<file path="config.mk">
export PLATFORM = sky130hd
export DESIGN_NAME = pwm_cmd_scheduler
export DESIGN_NICKNAME = d
export VERILOG_FILES = /design/src/rtl/pwm_cmd_scheduler.sv
export SDC_FILE = /design/constraint.sdc
export NUM_CORES = 1
export LEC_CHECK = 0
export CAP_MARGIN = 15
export CELL_PAD_IN_SITES_DETAIL_PLACEMENT = 2
export CELL_PAD_IN_SITES_GLOBAL_PLACEMENT = 2
export CORE_ASPECT_RATIO = 1.1
export CORE_UTILIZATION = 36
export DETAILED_ROUTE_END_ITERATION = 6
export PLACE_DENSITY = 0.73
export SKIP_LAST_GASP = 1
export SYNTH_ARGS = -nofsm -noshare
export SYNTH_HDL_FRONTEND = slang
export SYNTH_SLANG_ARGS = --single-unit
export TNS_END_PERCENT = 100
</file>
<file path="constraint.sdc">
create_clock -name clk -period 2.21 [get_ports clk]
set_input_delay 0.5525 -clock clk [delete_from_list [all_inputs] [get_ports clk]]
set_output_delay 0.5525 -clock clk [all_outputs]
set_load 0.01 [all_outputs]
</file>
<file path="src/rtl/pwm_cmd_scheduler.sv">
// Frame capture FIFO plus address decoder that turns SPI frames into single-cycle PWM/divider write strobes.
// Define PWM_SYNC_UPDATE_EN to hold channel/broadcast writes until the next PWM period_start pulse.
module pwm_cmd_scheduler #(
    parameter int  FIFO_DEPTH = 4,
    parameter int  DATA_W     = 8,
    parameter int  NUM_CH     = 8,
    localparam int PTR_W      = $clog2(FIFO_DEPTH),
    localparam int LVL_W      = $clog2(FIFO_DEPTH) + 1
) (
    input  logic              clk,
    input  logic              rst_n,
    input  logic [15:0]       frame_in_i,
    input  logic              frame_rdy_i,
    input  logic              period_start_i,
    input  logic              clear_err_i,
    output logic [DATA_W-1:0] wr_data_o,
    output logic [NUM_CH-1:0] pwm_wr_o,
    output logic              clk_div_wr_o,
    output logic              busy_o,
    output logic [LVL_W-1:0]  fifo_level_o,
    output logic              overflow_o,
    output logic              bad_addr_o
);

`ifdef PWM_SYNC_UPDATE_EN
    typedef enum logic [1:0] {S_IDLE = 2'd0, S_CHECK = 2'd1, S_STROBE = 2'd2, S_WAIT = 2'd3} state_t;
`else
    typedef enum logic [1:0] {S_IDLE = 2'd0, S_CHECK = 2'd1, S_STROBE = 2'd2} state_t;
`endif

    logic [15:0]       mem_q [FIFO_DEPTH];
    logic [PTR_W-1:0]  wr_ptr_q, rd_ptr_q;
    logic [LVL_W-1:0]  count_q;
    logic              rdy_prev_q;
    logic [15:0]       cmd_q;
    state_t            state_q, state_d;
    logic [NUM_CH-1:0] pwm_wr_q, pwm_wr_d;
    logic              div_wr_q, div_wr_d;
    logic              overflow_q, bad_addr_q;

    logic              push, pop, push_ok, drop, full, empty, bad_set;
    logic [3:0]        addr;
    logic [NUM_CH-1:0] ch_mask;
    logic              ch_hit, is_div;
    logic              unused_ok;

    assign push    = frame_rdy_i & ~rdy_prev_q;
    assign full    = (count_q == LVL_W'(FIFO_DEPTH));
    assign empty   = (count_q == '0);
    assign pop     = (state_q == S_IDLE) && !empty;
    assign push_ok = push && (!full || pop);
    assign drop    = push && full && !pop;

    assign addr   = cmd_q[15:12];
    assign is_div = (addr == 4'd8);
    assign ch_hit = |ch_mask;

    // Broadcast (address 15) simply sets every bit of the channel mask.
    for (genvar gi = 0; gi < NUM_CH; gi++) begin : g_mask
        assign ch_mask[gi] = (addr == 4'hF) || (addr == 4'(gi));
    end

    always_comb begin
        state_d  = state_q;
        pwm_wr_d = '0;
        div_wr_d = 1'b0;
        bad_set  = 1'b0;
        case (state_q)
            S_IDLE: begin
                if (!empty) state_d = S_CHECK;
            end
            S_CHECK: begin
                if (is_div) begin
                    state_d  = S_STROBE;
                    div_wr_d = 1'b1;
                end else if (ch_hit) begin
`ifdef PWM_SYNC_UPDATE_EN
                    state_d  = S_WAIT;
`else
                    state_d  = S_STROBE;
                    pwm_wr_d = ch_mask;
`endif
                end else begin
                    bad_set = 1'b1;
                    state_d = S_IDLE;
                end
            end
`ifdef PWM_SYNC_UPDATE_EN
            S_WAIT: begin
                if (period_start_i) begin
                    state_d  = S_STROBE;
                    pwm_wr_d = ch_mask;
                end
            end
`endif
            S_STROBE: state_d = S_IDLE;
            default:  state_d = S_IDLE;
        endcase
    end

    // Storage is left unreset so it maps onto plain RAM; pointers alone define validity.
    always_ff @(posedge clk) begin
        if (push_ok) mem_q[wr_ptr_q] <= frame_in_i;
    end

    always_ff @(posedge clk or negedge rst_n) begin
        if (!rst_n) begin
            rdy_prev_q <= 1'b0;
            wr_ptr_q   <= '0;
            rd_ptr_q   <= '0;
            count_q    <= '0;
            cmd_q      <= '0;
            state_q    <= S_IDLE;
            pwm_wr_q   <= '0;
            div_wr_q   <= 1'b0;
            overflow_q <= 1'b0;
            bad_addr_q <= 1'b0;
        end else begin
            rdy_prev_q <= frame_rdy_i;
            state_q    <= state_d;
            pwm_wr_q   <= pwm_wr_d;
            div_wr_q   <= div_wr_d;
            if (push_ok) wr_ptr_q <= wr_ptr_q + PTR_W'(1);
            if (pop) begin
                rd_ptr_q <= rd_ptr_q + PTR_W'(1);
                cmd_q    <= mem_q[rd_ptr_q];
            end
            if (push_ok && !pop)      count_q <= count_q + LVL_W'(1);
            else if (!push_ok && pop) count_q <= count_q - LVL_W'(1);
            // A new error in the same cycle as clear_err keeps the flag set.
            if (drop)             overflow_q <= 1'b1;
            else if (clear_err_i) overflow_q <= 1'b0;
            if (bad_set)          bad_addr_q <= 1'b1;
            else if (clear_err_i) bad_addr_q <= 1'b0;
        end
    end

    assign unused_ok    = ^{cmd_q[11:0], period_start_i};
    assign wr_data_o    = cmd_q[DATA_W-1:0];
    assign pwm_wr_o     = pwm_wr_q;
    assign clk_div_wr_o = div_wr_q;
    assign busy_o       = (state_q != S_IDLE) || !empty;
    assign fifo_level_o = count_q;
    assign overflow_o   = overflow_q;
    assign bad_addr_o   = bad_addr_q;

endmodule

</file>
==> summary.md <==
| Metric | Value |
|---|---|
| Worst Slack Setup Final | `0.1138 ns` |
| Min cycle time layout | `2.096 ns` |
| CP peak stage delay | `0.48 ns` |
| Post-synthesis async set-or-reset flop share | `0.4074` |
| Clk_lat worst skew | `about 0.36 ns` |
| Cell mode on critical path | `xor2_1` |
| Synth warn | `0` |
| DR pass1 iterations | `4` |
| Global Route Usage Sum | `0.1592` |
| Rel. slew slack | `0.5350` |
| Cell family with most CP delay | `adder cells` |
| HPWL Detailed | `about 4300 microns` |
| Hold Slack | `0.5093 ns` |
| Sequential cell area | `0.002270 sq mm` |
| Starting Density | `0.3725` |
| Sequential fraction of the synthesis area | `0.6858` |
| Final hold viol count | `0` |
| Grt ovf | `0` |
| CP max FO | `2` |
| Reg2Reg Depth | `8` |
| Critical hold path startpoint | `cmd_q[5]` |
| Leak | `around 0.0015 uW` |
| Number of synthesized flops with an enable pin | `48` |
| Worst EP arrival | `2.39 ns` |
| #FFs+latches synth | `81` |
| Initial antenna violation count | `0` |
| Startpoint Class | `input pin` |
| Worst path buffer plus inverter count | `2` |
| Reg2reg setup slack | `0.15 ns` |
| Mapped Nets | `217` |
| Clk_skew | `0.009132 ns` |
| Area of the multi-input gates | `900.9 sq um` |
| DRC | `0` |
| RSZ-0062 raised after global routing | `no` |
| Worst-path clk slew | `0.09 ns` |
| Prevailing post-synth register cell | `edfxtp_1` |
| Die outline height | `102.5 microns` |
| Worst Setup End Kind | `flip-flop` |
| Outcome | `finished clean` |
| Non-filler cells, final | `roughly 350` |
| Clock buffer depth | `2` |
| Worst hold stages | `1` |
| Avg WL per Cell | `around 19 microns` |
| Most frequent cells after synthesis | `48 x edfxtp_1, 33 x dfrtp_1` |
| Tcrit/Tclk final | `0.9485` |
| Total vias in the final route | `1727` |
| Critical R2R Launch | `state_q[0]` |
| Root Driver | `clkbuf_8` |
| Worst-Margin Slew | `around 0.7 ns` |
| DR iter-0 viols | `between 60 and 70` |
| Max frequency | `0.4771 GHz` |
| Slowest CP cell | `clkdlybuf4s50_1` |
| Mapped Cells | `190` |
| Final setup fails | `0` |
| WP data required | `2.50 ns` |
| H-tree Lvls | `3` |
| Mapped cell area | `0.003306 sq mm` |
| Die W | `93.37 microns` |
| Core ar. | `0.008874 sq mm` |
| Nets | `261` |
| FF-to-FF End | `fifo_level_o[2]` |
| Max IR drop VDD | `about 0.45 mV` |
| Diode count | `0` |
| Hold Crit Endpoint | `cmd_q[5]` |
| CTS buffer count | `9` |
| Top-area cell type share of the netlist area | `0.4360` |
| WL final | `6696 microns` |
| Rows | `36` |
| Most frequent cell after synthesis | `edfxtp_1` |
| PortBufs | `38` |
| Power Dens Cells | `1360 mW/mm^2` |
| Placer Congestion | `0.6556` |
| DP Cell Count | `around 340` |
| Via/cell ratio | `4.892` |
| Layout area overhead | `24.00%` |
| Largest net degree at the start of global routing | `34` |
| Setup Slack @ Placement | `-0.2495 ns` |
| Syn_area_per_cell | `17.40 sq um` |
| Synth area leaders | `edfxtp_1 44%, dfrtp_1 25%, mux4_2 5.5%, mux2_4 3.6%, mux4_1 3.2%` |
| I/O Pins | `44` |
| Kind of critical path | `input pin to flip-flop` |
| Clk sinks | `81` |
| Design Power | `5575 uW` |
| Yosys top cell by area | `edfxtp_1` |
| CTS tree | `built` |
| HP Class | `flip-flop to flip-flop` |
| Die area | `~0.0096 sq mm` |
| Yosys cell types | `37` |
| Max Cap Viol | `0` |
| Final ANT Viol Nets | `0` |
| Final Slew Violations | `0` |
| First-pass GRT wire length | `10520 microns` |
| Layout cells sized above 1 | `0.2343` |
| CP cell instances | `clkdlybuf4s50_1 > nand2b_1 > a31oi_4 > ha_1 > inv_1 > fa_1 > xor2_1 > nor2_1 > xor2_1` |
| Vias in the first global route | `1863` |
| Fillers | `814` |
state kept, by name (all words and copies together) (netlist names):
signal        cells
cmd_q            12
rd_ptr_q          2
state_q           2
clk_div_wr_o      1
fifo_level_o      3
pwm_wr_o          8
rdy_prev_q        1
wr_ptr_q          2
bad_addr_o        1
overflow_o        1
mem_q            48
through the flow:
stage | TNS, ns | utilization | instance area (sq um)
2_1_floorplan | 0 | - | 3306
3_3_place_gp | -0.3193 | 0.4319 | 3832
3_5_place_dp | -0.4511 | 0.4319 | 3832
4_1_cts | 0 | 0.4615 | 4095
5_1_grt | 0 | 0.4619 | 4099
6_report | 0 | 0.4619 | 4099
worst reg2reg max path: stages, from the launching register on:
cell and delay, ns:
dfrtp_1 0.42, or2_4 0.30, a31oi_4 0.21, ha_1 0.21, inv_1 0.06, fa_1 0.38
xor2_1 0.16, nor2_1 0.11, xor2_1 0.15
cells in the final DEF (no fill, tap or decap), drive strengths merged, types with 2 or more instances in the layout:
cell type,count
edfxtp,48
clkdlybuf4s50,37
dfrtp,33
mux2,14
mux4,12
buf,11
clkbuf,9
nor2,9
inv,9
nand2,8
nand3,5
ha,5
xnor2,4
and2,4
xor2,4
or3,3
bufinv,3
nand2b,2
a21oi,2
o21ai,2
or2,2
a31oi,2
worst max path at each step:
stage / from / cells after the start / slack [ns] / endpoint
after global routing: frame_rdy_i / 9 / 0.006 / fifo_level_o[2]
after global placement: frame_rdy_i / 9 / -0.17 / fifo_level_o[2]
after floorplan: state_q[0] / 8 / 0.04 / fifo_level_o[1]
final: frame_rdy_i / 9 / 0.11 / fifo_level_o[2]
after detailed placement: frame_rdy_i / 9 / -0.25 / fifo_level_o[2]
after CTS: fifo_level_o[0] / 3 / 0.04 / busy_o
power by group:
| group | internal (uW) | total (uW) | switching [uW] | leakage, uW |
|---|---|---|---|---|
| Sequential | 1960 | 2300 | 336 | 0.000844 |
| Clock | 762 | 1340 | 579 | 0.000121 |
| Combinational | 1110 | 1930 | 823 | 0.000572 |
| Total | 3840 | 5570 | 1740 | 0.00154 |
final cells by class:
class / count / area share
multi-input cells: 87 / 0.2198
clock buffers: 9 / 0.03022
repair buffers: 49 / 0.1258
inverters: 6 / 0.005495
flip-flops and latches: 81 / 0.5537
well taps: 114 / 0.03480
clock inverters: 7 / 0.03022
layer usage:
layer / up-vias / GRT usage / part of all wire
met5: - / 0 / 0
met1: 902 / 0.1853 / 0.41
met4: 0 / 0.07456 / 0.021
li1: 782 / - / -
met3: 12 / 0.03540 / 0.025
met2: 31 / 0.2817 / 0.54
kinds of logic (layout without fill, tap and decap cells):
group                      after synthesis  in the layout  share of synthesized area
DFF                                     81             81                     0.6858
muxes                                   26             26                     0.1431
buffers and inverters                   22             71                    0.04353
adders and majority gates                6              6                    0.02498
xor gates and xnor gates                 8              8                    0.02119
AOI/OAI and AO/OA                        9              9                    0.02120
and+or+nand+nor                         38             38                    0.06019
timing repair:
action	CTS	global route
cloned	0	0
endpoints found under the setup margin	1	1
buffers inserted	1	0
resized for setup	2	2
hold buffers	0	0
Power figures use the tool's default switching activity.
